<file path="src/rtl/mul_pkg.sv">
// Shared definitions for the shift-add multiplier: controller state encoding and default width.
package mul_pkg;

  localparam int MUL_WIDTH = 8;

  typedef enum logic [1:0] {IDLE, CALC, DONE} mul_state_t;

  // Counter width needed to index WIDTH shift steps; never narrower than one bit.
  function automatic int cnt_bits(input int w);
    return (w > 1) ? $clog2(w) : 1;
  endfunction

endpackage

</file>
<file path="src/rtl/mul_datapath.sv">
// Operand, accumulator and step-counter registers for the shift-add multiplier.
// Driven by load/step strobes from the controller in mul_unit.
module mul_datapath
  import mul_pkg::*;
#(
  parameter int WIDTH = MUL_WIDTH
) (
  input  logic               clk,
  input  logic               rst_n,
  input  logic               i_load,
  input  logic               i_step,
  input  logic [WIDTH-1:0]   i_a,
  input  logic [WIDTH-1:0]   i_b,
  output logic               o_last,
  output logic [2*WIDTH-1:0] o_product
);

  localparam int CW = cnt_bits(WIDTH);

  logic [WIDTH-1:0]   r_a;
  logic [WIDTH-1:0]   r_b;
  logic [2*WIDTH-1:0] r_acc;
  logic [2*WIDTH-1:0] r_product;
  logic [CW-1:0]      r_cnt;
  logic [2*WIDTH-1:0] w_addend;
  logic [2*WIDTH-1:0] w_acc_next;

  assign w_addend   = r_b[0] ? ({{WIDTH{1'b0}}, r_a} << r_cnt) : '0;
  assign w_acc_next = r_acc + w_addend;
  assign o_last     = (r_cnt == CW'(WIDTH - 1));
  assign o_product  = r_product;

  // The product register only moves on the final step, so it holds across IDLE and CALC.
  always_ff @(posedge clk or negedge rst_n) begin
    if (!rst_n) begin
      r_a       <= '0;
      r_b       <= '0;
      r_acc     <= '0;
      r_cnt     <= '0;
      r_product <= '0;
    end else if (i_load) begin
      r_a   <= i_a;
      r_b   <= i_b;
      r_acc <= '0;
      r_cnt <= '0;
    end else if (i_step) begin
      r_acc <= w_acc_next;
      r_b   <= r_b >> 1;
      r_cnt <= r_cnt + CW'(1);
      if (o_last) begin
        r_product <= w_acc_next;
      end
    end
  end

endmodule

</file>
<file path="src/rtl/mul_unit.sv">
// Sequential unsigned shift-add multiplier: IDLE -> CALC (WIDTH steps) -> DONE -> IDLE.
// busy and done are registered so no input reaches them combinationally.
module mul_unit
  import mul_pkg::*;
#(
  parameter int WIDTH = MUL_WIDTH
) (
  input  logic               clk,
  input  logic               rst_n,
  input  logic               start,
  input  logic [WIDTH-1:0]   a,
  input  logic [WIDTH-1:0]   b,
  output logic               busy,
  output logic               done,
  output logic [2*WIDTH-1:0] product
);

  mul_state_t r_state;
  mul_state_t w_next_state;
  logic       r_busy;
  logic       r_done;
  logic       w_load;
  logic       w_step;
  logic       w_last;

  always_ff @(posedge clk or negedge rst_n) begin
    if (!rst_n) begin
      r_state <= IDLE;
      r_busy  <= 1'b0;
      r_done  <= 1'b0;
    end else begin
      r_state <= w_next_state;
      r_busy  <= (w_next_state != IDLE);
      // done trails the DONE state by one edge, landing in the first IDLE cycle.
      r_done  <= (r_state == DONE);
    end
  end

  always_comb begin
    w_next_state = r_state;
    w_load       = 1'b0;
    w_step       = 1'b0;
    unique case (r_state)
      IDLE: begin
        if (start) begin
          w_load       = 1'b1;
          w_next_state = CALC;
        end
      end
      CALC: begin
        w_step = 1'b1;
        if (w_last) begin
          w_next_state = DONE;
        end
      end
      DONE: begin
        w_next_state = IDLE;
      end
      default: begin
        w_next_state = IDLE;
      end
    endcase
  end

  mul_datapath #(
    .WIDTH(WIDTH)
  ) u_datapath (
    .clk      (clk),
    .rst_n    (rst_n),
    .i_load   (w_load),
    .i_step   (w_step),
    .i_a      (a),
    .i_b      (b),
    .o_last   (w_last),
    .o_product(product)
  );

  assign busy = r_busy;
  assign done = r_done;

endmodule

</file>
<file path="config.mk">
export PLATFORM = sky130hd
export DESIGN_NAME = mul_unit
export DESIGN_NICKNAME = d
export VERILOG_FILES = /design/src/rtl/mul_pkg.sv /design/src/rtl/mul_datapath.sv /design/src/rtl/mul_unit.sv
export SDC_FILE = /design/constraint.sdc
export NUM_CORES = 1
export LEC_CHECK = 0
export ABC_CLOCK_PERIOD_IN_PS = 3700
export BUFFER_PORTS_ARGS = -buffer_cell sky130_fd_sc_hd__buf_2
export CAP_MARGIN = 25
export CORE_MARGIN = 5
export CORE_UTILIZATION = 38
export CTS_CLUSTER_SIZE = 40
export DETAILED_ROUTE_END_ITERATION = 7
export PLACE_DENSITY = 0.65
export RECOVER_POWER = 25
export SYNTH_ARGS = -nofsm -noshare
export SYNTH_HDL_FRONTEND = slang
export SYNTH_SLANG_ARGS = --single-unit
</file>
<file path="constraint.sdc">
create_clock -name clk -period 3.7 [get_ports clk]
set_input_delay 0 -clock clk [delete_from_list [all_inputs] [get_ports clk]]
set_output_delay 0 -clock clk [all_outputs]
set_load 0.02 [all_outputs]
</file>
Word level (Yosys, flattened, before mapping)
Cells that the tools add are included.
Cells by class
  add/sub/neg operators: 2
  $mul: 0
  div/mod/pow operators: 0
  order comparisons: 0
  equality and inequality tests: 3
  shift operators: 1
  multiplexer cells: 13
  bitwise gates (word level): 1
  reduce and logical (&&, ||, !) cells: 4
Operator list (number)
  $mux W16: 3
  $add A16 B16 Y16: 1
  $mux W8: 2
  $shl A8 B3 Y16: 1
  $mux W3: 2
  $mux W2: 2
  $pmux W2 S2: 1
  $reduce_bool A2 Y1: 2
  $add A3 B1 Y3 const B: 1
  $eq A3 B3 Y1 const B: 1
  $mux W1: 3
  $reduce_and A3 Y1: 1
  $eq A2 B1 Y1 const B: 1
  $eq A2 B2 Y1 const B: 1
  $logic_not A2 Y1: 1
  $not A1 Y1: 1
Storage, ports and cells
  register bits: 55
  latch bits: 0
  bits in writable memories: 0
  memory bits (read-only): 0
  input port bits: 19
  memories: 0

Longest topological paths before layout
  depth in word-level cells: 5
  mapped depth: 14

Cells and area by module
From an unflattened synthesis, not the netlist that was laid out.
Unflattened totals
  cell total of the unflattened synthesis: 337
  area total of the unflattened synthesis: 3231.8 µm²
Modules (own cells, without submodules)
  mul_datapath: times used 1, cells an instance 326, area an instance 3080.5 µm²
  mul_unit: times used 1, cells an instance 11, area an instance 151.4 µm²

Least setup slack after synthesis
No wires, ideal clock.
  kind: reg2reg
  start point: register u_datapath.r_cnt[0]
  end point: register u_datapath.r_product[14], in the netlist u_datapath.o_product[14]
  library setup time: 0.083 ns
  arrival: 2.720 ns
  required time: 3.617 ns
  slack: 0.897 ns
  cell stages (with the launch flop): 13
  path through: dfrtp_1 -> clkbuf_1 -> buf_1 -> nor4b_1 -> ha_1 -> inv_1 -> fa_1 -> nor2b_2 -> o2111ai_1 -> a311oi_1 -> o31ai_1 -> xor2_1 -> o21ai_0
On the way
  cells in the longest elaborated chain, start to end: 3
  elaborated cells on any way between the ends: 5
  those cells by class: add/sub (1); eq/ne (1); shift (1); mux (1); reduce/logical (1)
RTL lines
  start, declared: line mul_datapath.sv:24  | logic [CW-1:0] r_cnt;
  start signal, assigned: line mul_datapath.sv:49  | r_cnt <= r_cnt + CW'(1);
  $shl A8 B3 Y16: line mul_datapath.sv:28  | assign w_addend = r_b[0] ? ({{WIDTH{1'b0}}, r_a} << r_cnt) : '0;
  $mux W16: line mul_datapath.sv:28
  $add A16 B16 Y16: line mul_datapath.sv:29  | assign w_acc_next = r_acc + w_addend;
  end signal, assigned: line mul_datapath.sv:51  | r_product <= w_acc_next;
  end, declared: line mul_datapath.sv:23  | logic [2*WIDTH-1:0] r_product;
Parallel ways exist; a longest one is shown, timed or not.
A chain may end at the register's enable or synchronous reset.

Final worst setup path
  start point: register u_datapath.r_cnt[1]
  end point: register u_datapath.r_product[14], in the netlist u_datapath.o_product[14]
The elaborated chain is that of the path after synthesis.

==> qor.csv <==
metric,value,unit
status,completed,
Routed WL,7.065,mm
vias per cell,5.283,
all-layer global routing usage,0.1427,
RR Endpoint,u_datapath.o_product[14]$_DFFE_PN0P_,
Fillers,817,
synthesis-to-finish area growth,15.51,%
most frequently used flop master after synthesis,dfrtp_1,
CP endpoint kind,register,
Routed wire per std cell,14.39,um
WP data required,3870,ps
share of cells above drive strength 1,0.1244,
R2R Path Start,u_datapath.r_cnt[1]$_DFFE_PN0P_,
Worst setup SP type,register,
synth top area cells,"dfrtp_1 43%, ha_1 6.7%, o21ai_0 6.6%, nand2_1 5.3%, mux2_2 4.6%",
Async SR Flop Fraction,1.000,
post-DP HPWL,5.175,mm
Slew HR,0.09630,
1st-pass router iterations,4,
core footprint,8175,um^2
die area,10320,um^2
# resized after CTS,0,
Tightest Pin Transition,1356,ps
first-pass GRT wire length,11.84,mm
Leakage,1.692,nW
clk buf depth,2,
clock slew seen by the registers of the worst setup and hold paths,100,ps
number of global-route vias before repair,2624,
top-count cell post-synth,dfrtp_1,
Row Count,33,
post-synth top area share,0.4319,
Die Y,101.6,um
Placement Setup Slack,462.1,ps
Clock Sinks,55,
Yosys reg bits,55,
setup violators final,0,
Gate Count Post-Synth,341,
detailed-route DRC error count,0,
H-tree Lvls,2,
total congestion overflow,0,
Post-DP Area,3441,um^2
largest net degree at the start of global routing,56,
RSZ-0062 raised after global routing,no,
Sum Neg Setup Slack,0,ps
TritonCTS Buffers,5,
Vias,2594,
cell taking the most area after synthesis,dfrtp_1,
n_diodes,0,
setup ws final,421.9,ps
Worst Path Arrival,3450,ps
number of port buffers,36,
critical path class,register to register,
Pins Over Slew Limit,0,
reg-to-reg setup timing slack,420,ps
Final Hold Violating Endpoints,0,
Max Cap Viol,0,
f_max,0.3051,GHz
CP max FO,14,
Starting Density,0.3898,
"top cells by count, synth","55 x dfrtp_1, 45 x nand2_1, 42 x o21ai_0",
clk_lat worst skew,320,ps
Die Wd,101.6,um
syn_nets,378,
Tmin final,3278,ps
synthesized area per cell,9.345,um^2
Initial DRC Count,117,
hold crit path type,input port to register,
CTS tree,yes,
Yosys cell types,44,
Root Driver,clkbuf_8,
post-route cell area,3681,um^2
CP startpoint,u_datapath.r_cnt[1]$_DFFE_PN0P_,
Setup Skew,6.300,ps
Nets,422,
cell area after synthesis,3187,um^2
Final GP Congestion,0.8820,
Finished Core Util,0.4503,
final period utilization,0.8860,
Setup crit end,u_datapath.o_product[14]$_DFFE_PN0P_,
Syn. warnings,0,
Boundary Pins,37,
maximum vdd drop,258.9,uV
cells on worst reg2reg path,11,
post-route ant nets,0,
pwr/cell area,783.5,nW/um^2
"EDFF count, synth",0,
register area share after synthesis,0.4319,
total power,2.884,mW
initial antenna violation count,0,
## cells by family after synthesis
| family | Yosys count | share of synthesized area |
|---|---|---|
| multiplexers | 21 | 0.07106 |
| buffers and inverters | 30 | 0.04044 |
| adder cells (fa/ha/maj) | 18 | 0.07303 |
| XOR/XNOR | 14 | 0.03848 |
| flip-flops | 55 | 0.4319 |
| AO/OA/AOI/OAI | 102 | 0.1928 |
| AND/OR/NAND/NOR | 101 | 0.1523 |
## stage by stage
stage          cells  hold slack, ps
3_5_place_dp     466           177.1
2_1_floorplan    341          -295.6
3_3_place_gp     466           170.4
5_1_grt          491           153.1
4_1_cts          491           127.0
6_report         491           123.2
## layout by cell type, fill, tap and decap left out, types with 7 or more instances in the layout
cell type,Yosys,routed
dfrtp_1,55,55
nand2_1,45,45
o21ai_0,42,42
a21oi_1,24,24
clkbuf_1,13,19
buf_2,3,18
ha_1,17,17
dlygate4sd3_1,0,17
nor2_1,16,16
nor2b_1,14,14
mux2_2,13,13
inv_1,9,9
xor2_1,9,9
mux2i_1,8,8
a22oi_1,7,7
## what timing repair did
action / in CTS / in global routing
setup buffers: 0 / 0
endpoints found under the hold margin: 71 / 0
endpoints found under the setup margin: 0 / 0
hold buffers: 17 / 0
## flip-flops by register name (all words and copies together) (netlist names)
register,flops
u_datapath.o_product,16
u_datapath.r_acc,16
u_datapath.r_a,8
u_datapath.r_cnt,3
done,1
u_datapath.r_b,8
busy,1
r_state,2
## worst max-delay path: stages (launching register included)
cell      delay (ps)
dfrtp_1          680
mux2_2           400
o21ai_0          200
o21ai_0          110
and2_1           170
ha_1             350
a21oi_1          280
nand2b_4         190
a311oi_1         130
o31ai_1          320
xor2_1           200
o21ai_0           90
## layout make-up
class / instances / area [um^2] / area share
tap: 105 / 131.4 / 0.03569
multi-input combinational: 256 / 1682 / 0.4568
timing repair buffer: 58 / 362.8 / 0.09857
clock buffer: 7 / 86.33 / 0.02345
inverter: 9 / 33.78 / 0.009177
clock inverter: 1 / 8.758 / 0.002379
sequential: 55 / 1376 / 0.3739
## power by group
part           total, mW  switching (mW)  leakage (nW)  internal [mW]
Clock              0.357           0.203        0.0484          0.154
Sequential          1.07           0.219         0.705          0.848
Combinational       1.46           0.871         0.938          0.589
Total               2.88            1.29          1.69           1.59
## worst min-delay path by stage
stage	from	slack [ps]	to	cells after the start
final	start	120	u_datapath.r_b[5]$_DFFE_PN0P_	4
after global placement	rst_n	170	u_datapath.o_product[12]$_DFFE_PN0P_	2
after CTS	start	130	u_datapath.r_b[1]$_DFFE_PN0P_	4
after global routing	start	150	u_datapath.r_b[5]$_DFFE_PN0P_	4
after floorplan	rst_n	-300	busy$_DFF_PN0_	0
after detailed placement	rst_n	180	u_datapath.o_product[12]$_DFFE_PN0P_	2
## routing by layer
layer,global-route usage,share of wire,vias up
li1,-,-,1288
met1,0.1736,0.45,1248
met2,0.2485,0.49,46
met3,0.03306,0.036,12
met4,0.04703,0.021,0
met5,0,0,-
No activity file was read; power rests on OpenSTA's default activity.
